## config.mk

```make
export PLATFORM = sky130hd
export DESIGN_NAME = decode_stage
export DESIGN_NICKNAME = d
export VERILOG_FILES = /design/src/rtl/decode_stage.sv
export SDC_FILE = /design/constraint.sdc
export NUM_CORES = 2
export LEC_CHECK = 0
export BUFFER_PORTS_ARGS = -buffer_cell sky130_fd_sc_hd__buf_4
export CAP_MARGIN = 20
export CORE_MARGIN = 3
export CORE_UTILIZATION = 60
export CTS_CLUSTER_SIZE = 24
export DETAILED_ROUTE_END_ITERATION = 12
export MAX_ROUTING_LAYER = met4
export PLACE_DENSITY = 0.78
export SLEW_MARGIN = 20
export SYNTH_ARGS = -nofsm -noshare
export SYNTH_HDL_FRONTEND = slang
export SYNTH_SLANG_ARGS = --single-unit
```

## constraint.sdc

```tcl
create_clock -name clk -period 65.8 [get_ports clk]
set_input_delay 19.74 -clock clk [delete_from_list [all_inputs] [get_ports clk]]
set_output_delay 19.74 -clock clk [all_outputs]
set_load 0.05 [all_outputs]
```

## src/rtl/decode_stage.sv

```systemverilog
// Registered MIPS ID stage: control decode, register file with write-back bypass,
// load-use stall detection and the ID/EX pipeline register with bubble insertion.
module decode_stage #(
  parameter int len   = 32,
  parameter int NREGS = 32,
  parameter int NB    = $clog2(NREGS)
) (
  input  logic            clk,
  input  logic            reset,
  input  logic            in_valid,
  input  logic [len-1:0]  in_pc_jump,
  input  logic [31:0]     in_instruccion,
  input  logic            flush,
  input  logic            RegWrite,
  input  logic [NB-1:0]   write_register,
  input  logic [len-1:0]  write_data,
  output logic            stall,
  output logic            out_valid,
  output logic [len-1:0]  out_pc_jump,
  output logic [len-1:0]  out_reg1,
  output logic [len-1:0]  out_reg2,
  output logic [len-1:0]  out_sign_extend,
  output logic [NB-1:0]   out_rs,
  output logic [NB-1:0]   out_rt,
  output logic [NB-1:0]   out_rd,
  output logic [3:0]      execute_bus,
  output logic [2:0]      memory_bus,
  output logic [1:0]      writeBack_bus
);

  localparam logic [5:0] OP_RTYPE = 6'b000000;
  localparam logic [5:0] OP_LW    = 6'b100011;
  localparam logic [5:0] OP_SW    = 6'b101011;
  localparam logic [5:0] OP_BEQ   = 6'b000100;
  localparam logic [5:0] OP_ADDI  = 6'b001000;

  logic [len-1:0] r_regs [NREGS];

  logic [5:0]        w_opcode;
  logic [NB-1:0]     w_rs, w_rt, w_rd;
  logic signed [15:0] w_imm;
  logic [len-1:0]    w_sext;
  logic [len-1:0]    w_reg1, w_reg2;
  logic [3:0]        w_exec;
  logic [2:0]        w_mem;
  logic [1:0]        w_wb;
  logic              w_stall;
  logic              w_bubble;

  logic              r_out_valid;
  logic [len-1:0]    r_pc_jump, r_reg1, r_reg2, r_sext;
  logic [NB-1:0]     r_rs, r_rt, r_rd;
  logic [3:0]        r_exec;
  logic [2:0]        r_mem;
  logic [1:0]        r_wb;

  assign w_opcode = in_instruccion[31:26];
  assign w_rs     = in_instruccion[21 +: NB];
  assign w_rt     = in_instruccion[16 +: NB];
  assign w_rd     = in_instruccion[11 +: NB];
  assign w_imm    = in_instruccion[15:0];
  assign w_sext   = len'(w_imm);

  // Register 0 is hardwired: never written, and reads are forced to zero.
  always_ff @(posedge clk or posedge reset) begin
    if (reset) begin
      for (int i = 0; i < NREGS; i++) r_regs[i] <= '0;
    end else if (RegWrite && (write_register != '0)) begin
      r_regs[write_register] <= write_data;
    end
  end

  always_comb begin
    w_reg1 = r_regs[w_rs];
    if (w_rs == '0)
      w_reg1 = '0;
    else if (RegWrite && (write_register == w_rs))
      w_reg1 = write_data;
  end

  always_comb begin
    w_reg2 = r_regs[w_rt];
    if (w_rt == '0)
      w_reg2 = '0;
    else if (RegWrite && (write_register == w_rt))
      w_reg2 = write_data;
  end

  always_comb begin
    w_exec = 4'b0000;
    w_mem  = 3'b000;
    w_wb   = 2'b00;
    case (w_opcode)
      OP_RTYPE: begin w_exec = 4'b1100; w_mem = 3'b000; w_wb = 2'b10; end
      OP_LW:    begin w_exec = 4'b0001; w_mem = 3'b010; w_wb = 2'b11; end
      OP_SW:    begin w_exec = 4'b0001; w_mem = 3'b001; w_wb = 2'b00; end
      OP_BEQ:   begin w_exec = 4'b0010; w_mem = 3'b100; w_wb = 2'b00; end
      OP_ADDI:  begin w_exec = 4'b0001; w_mem = 3'b000; w_wb = 2'b10; end
      default:  begin w_exec = 4'b0000; w_mem = 3'b000; w_wb = 2'b00; end
    endcase
  end

  // A load sitting in ID/EX whose destination feeds the instruction in ID.
  assign w_stall = in_valid & r_out_valid & r_mem[1] & (r_rt != '0) &
                   ((r_rt == w_rs) | (r_rt == w_rt)) & ~flush;
  assign w_bubble = flush | w_stall | ~in_valid;

  always_ff @(posedge clk or posedge reset) begin
    if (reset) begin
      r_out_valid <= 1'b0;
      r_pc_jump   <= '0;
      r_reg1      <= '0;
      r_reg2      <= '0;
      r_sext      <= '0;
      r_rs        <= '0;
      r_rt        <= '0;
      r_rd        <= '0;
      r_exec      <= '0;
      r_mem       <= '0;
      r_wb        <= '0;
    end else if (w_bubble) begin
      // Bubble only kills the control; data fields keep their last contents.
      r_out_valid <= 1'b0;
      r_exec      <= '0;
      r_mem       <= '0;
      r_wb        <= '0;
    end else begin
      r_out_valid <= 1'b1;
      r_pc_jump   <= in_pc_jump;
      r_reg1      <= w_reg1;
      r_reg2      <= w_reg2;
      r_sext      <= w_sext;
      r_rs        <= w_rs;
      r_rt        <= w_rt;
      r_rd        <= w_rd;
      r_exec      <= w_exec;
      r_mem       <= w_mem;
      r_wb        <= w_wb;
    end
  end

  assign stall           = w_stall;
  assign out_valid       = r_out_valid;
  assign out_pc_jump     = r_pc_jump;
  assign out_reg1        = r_reg1;
  assign out_reg2        = r_reg2;
  assign out_sign_extend = r_sext;
  assign out_rs          = r_rs;
  assign out_rt          = r_rt;
  assign out_rd          = r_rd;
  assign execute_bus     = r_exec;
  assign memory_bus      = r_mem;
  assign writeBack_bus   = r_wb;

endmodule

```

Word-level counts from Yosys, hierarchy flattened:

Cells that the tools add are included.

* input bits: 106
* output and inout bits: 154
* flip-flop bits (word level): 1161

* mux-type cells: 20
* eq/ne operators: 8
* reductions and logical operators: 11
* bitwise operators: 13
* order comparisons: 4

Operator list (count)
* 1024-bit bitwise mux: 1
* 32-bit binary-select mux with 5-bit select: 2
* 32-bit two-way mux: 9
* 32-bit demux with 5-bit select: 1
* 5-bit == test: 4
* 6-bit >= comparator (second input constant): 3
* 5-bit NOT with 6-bit output: 3
* 6-bit == test (second input constant): 2
* 4-bit one-hot mux with 3 select lines: 1
* 5-bit zero test: 2
* 5-bit nonzero test: 2
* 3-bit one-hot mux with 3 select lines: 1
* 6-bit by 3-bit == test with 1-bit output (second input constant): 1
* 6-bit by 4-bit == test with 1-bit output (second input constant): 1
* 6-bit zero test: 1
* 6-bit by 1-bit < comparator with 1-bit output (second input constant): 1
* 1-bit bitwise AND: 5
* 1-bit logical AND: 4
* 4-bit two-way mux: 1
* 2-bit one-hot mux with 2 select lines: 1
* 3-bit two-way mux: 1
* 1-bit OR: 3
* 3-bit OR reduction: 1
* 2-bit two-way mux: 1
* 3 further kinds: 4

Longest topological paths before layout:

* depth in word-level cells: 8
* mapped depth: 11
* gate-level depth less buffers: 7

Worst setup path after synthesis:

No wires, ideal clock.

* path type: input -> output
* start point: input in_instruccion[18]
* end point: output stall
* stages on the path: 5
* slack: 24524 ps
* arrival: 21536 ps
* path through: buf_4 > xor2_1 > nor3_1 > a22oi_1 > nor3_1

* cells in the longest elaborated chain, start to end: 4

RTL lines
* start: declaration: RTL line 12 `input logic [31:0] in_instruccion,`
* 5-bit == test: RTL line 105 `((r_rt == w_rs) | (r_rt == w_rt)) & ~flush;`
* 1-bit OR: RTL line 105
* 1-bit bitwise AND: RTL line 104 `assign w_stall = in_valid & r_out_valid & r_mem[1] & (r_rt != '0) &`
* 1-bit bitwise AND: RTL line 105
* end: declaration: RTL line 17 `output logic stall,`

Every way passes these cells.

Worst setup path in the final report:

Same ends and word-level chain as after synthesis.

==> results.json <==
{
  "outcome": "finished clean",
  "die_w_um": 323.2,
  "fmax_mhz": 24.12,
  "die_h_um": 323.2,
  "fin_tns_setup_ns": 0,
  "synth_flop_cell": "dfrtp_1",
  "synth-edff-count": 0,
  "clkLatencyLatePin_ns": 0.72,
  "hold_class": "reg -> reg",
  "ys_warn_count": 0,
  "drive_gt1_frac": 0.4628,
  "num_io_pins": 260,
  "ys_types": 58,
  "clockBufferDepth": 3,
  "start_kind": "input pin",
  "vdd_ir_drop_max_uv": 25.25,
  "vias": 41120,
  "track_usage": 0.3689,
  "first_pass_iters": 8,
  "globalplace.congestion": 0.8592,
  "cap_violations": 0,
  "start_util": 0.6091,
  "powerDensity_mw_per_mm2": 31.31,
  "die-area_mm2": 0.1045,
  "drt_wl_total_um": 184400,
  "cp-end-kind": "primary output",
  "netlist_area_mm2": 0.06039,
  "synth_nets": 4483,
  "vias_per_cell": 7.173,
  "slew_violations": 0,
  "min_period_ns": 41.46,
  "grt-ovfl-total": 0,
  "cts-root-buf": "clkbuf_16",
  "cp.required_ns": 46.06,
  "cts-buffers-inserted": 118,
  "dpl.hpwl_um": 105300,
  "holdBufCountCts": 0,
  "port_buffers": 259,
  "skew_ns": 0.01994,
  "grt_max_degree": 161,
  "syn_avg_cell_area_um2": 13.80,
  "async_reset_ff_frac": 1.000,
  "clkTransAtPathRegs_ns": 0.06,
  "slew_headroom": 0.2980,
  "slowest_delay_ns": 0.58,
  "htreeDepth": 3,
  "critical_path.cell_chain": "buf_8 > xor2_1 > nor3_1 > a22oi_1 > buf_4 > nor3_1 > buf_4",
  "cp_max_fo": 94,
  "drtAntennaViolNets": 0,
  "antenna_found_initial": 11,
  "drc_errors": 0,
  "min_period_over_period": 0.6300,
  "area_growth_pct": 10.19,
  "crit_type": "in -> out",
  "cts.sinks": 1153,
  "cts_setup_buffers": 0,
  "tightest_slew_ns": 1.053,
  "synth-seq-cells": 1153,
  "grt_pass1_vias": 41990,
  "postSynthCellCount": 4377,
  "seq_area_frac_synth": 0.4778,
  "arrival_ns": 21.72,
  "placementRows": 115,
  "cts_tree": "built",
  "rsz0062_at_grt": "no",
  "rrSetupSlack_ns": 62.43,
  "grt_pass1_wl_um": 275800,
  "slowest_stage": "buf_8",
  "wl_per_cell_um": 32.16,
  "setup_viol": 0,
  "hold_viol_final": 0,
  "fin_nets": 4447,
  "power_uw": 2084,
  "p_leak_uw": 0.02946,
  "core_mm2": 0.09914,
  "postCtsResizedCells": 0,
  "drt_iter0_drc": 5349
}
[critical path, delay by kind of cell]
kind | cells | cell delay [ns]
and+or+nand+nor | 2 | 0.49
buffers and inverters | 3 | 1.04
AOI/OAI and AO/OA | 1 | 0.12
xor gates and xnor gates | 1 | 0.16
[flip-flops by register name, indices dropped and copies added, names as in the netlist]
signal,flops
out_valid,1
out_reg2,32
out_rt,5
execute_bus,3
r_regs,1024
out_pc_jump,32
out_sign_extend,16
writeBack_bus,2
out_rs,5
memory_bus,1
out_reg1,32
[synth_stat cells (4+ instances only)]
master / count / share of area
buf_2: 127 / 0.011
a211oi_1: 45 / 0.0056
mux2i_1: 180 / 0.030
nor4_1: 20 / 0.0021
a211o_1: 25 / 0.0036
a311oi_1: 16 / 0.0023
mux2_2: 1026 / 0.19
o21ai_0: 20 / 0.0017
xor2_1: 16 / 0.0023
inv_1: 7 / 0.00044
nand3b_1: 5 / 0.00062
buf_6: 11 / 0.0021
o22ai_1: 33 / 0.0034
a2111oi_2: 7 / 0.0017
a21oi_1: 89 / 0.0074
dfrtp_1: 1153 / 0.48
and3_1: 4 / 0.00041
nand2_1: 431 / 0.027
a221o_1: 32 / 0.0053
nor3_1: 7 / 0.00058
mux4_2: 430 / 0.16
nand4_1: 35 / 0.0036
a31oi_1: 30 / 0.0031
a221oi_1: 15 / 0.0022
buf_8: 4 / 0.00099
and2_1: 62 / 0.0064
a21boi_0: 7 / 0.00087
nor3b_1: 4 / 0.00050
clkbuf_1: 251 / 0.016
o221ai_1: 31 / 0.0045
buf_1: 57 / 0.0035
xnor2_1: 4 / 0.00058
nor2_1: 38 / 0.0024
nand3_1: 21 / 0.0017
buf_4: 54 / 0.0067
o211ai_1: 47 / 0.0058
[layer usage]
metal  GRT usage  routed length [µm]  part of all wire  vias to the layer above
li1            -                   -                 -                    16400
met3      0.1050               21840              0.12                      599
met2      0.5363               83560              0.45                     2529
met1      0.4786               69320              0.38                    21590
met5           -                   0                 0                        -
met4      0.1842                9634             0.052                        0
[through the flow]
step | cells | worst slack (ns) | utilization | hold slack, ns | cell area, µm²
finish | 5733 | 24.34 | 0.6712 | 0.3965 | 66540
global route | 5733 | 24.34 | 0.6712 | 0.4085 | 66540
CTS | 5722 | 24.07 | 0.6708 | 0.3970 | 66500
detailed placement | 5507 | 24.08 | 0.6306 | 0.3838 | 62510
global placement | 5506 | 24.07 | 0.6304 | 0.3836 | 62490
floorplan | 4377 | 13.59 | - | 0.4413 | 60390
[worst paths after layout]
path / startpoint / endpoint / depth (start not counted)
max: in_instruccion[18] / stall / 7
max in group asynchronous: reset / r_regs[732] / 6
min: r_regs[992] / r_regs[992] / 0
max reg2reg: out_rt[3] / out_pc_jump[29] / 7
min in group asynchronous: reset / out_sign_extend[0] / 2
min reg2reg: r_regs[992] / r_regs[992] / 0
[cells by family after synthesis]
logic type | Yosys count | share of synthesized area
flip-flops | 1153 | 0.4778
AO/OA/AOI/OAI | 409 | 0.04964
buffers and inverters | 515 | 0.04092
XOR/XNOR | 20 | 0.002901
multiplexers | 1636 | 0.3815
AND/OR/NAND/NOR | 644 | 0.04720
[power by group]
group | internal, µW | switching (µW) | leakage, µW
Combinational | 239 | 209 | 0.0127
Clock | 406 | 285 | 0.00197
Sequential | 840 | 103 | 0.0148
Total | 1490 | 598 | 0.0295
[final cells by class]
cell class	instances	area, µm²
antenna	10	25.02
clock buffer	176	3482
clock inverter	39	508.0
fill	6876	32600
inverter	8	45.04
multi-input combinational	2709	29260
sequential	1153	28850
tap	1287	1610
timing repair buffer	351	2756
[cells in the final DEF, fill, tap and decap left out, types with 32 or more instances in the layout]
cell type  synthesis  layout
o22ai_1           33      33
a21oi_1           89      89
mux2i_1          180     180
mux4_2           430     430
dfrtp_1         1153    1153
buf_4             54     337
clkbuf_16          0     119
nand4_1           35      35
a221o_1           32      32
a211oi_1          45      45
mux2_2          1026    1026
and2_1            62      62
o211ai_1          47      47
nand2_1          431     414
(Power assumes the default switching activity.)
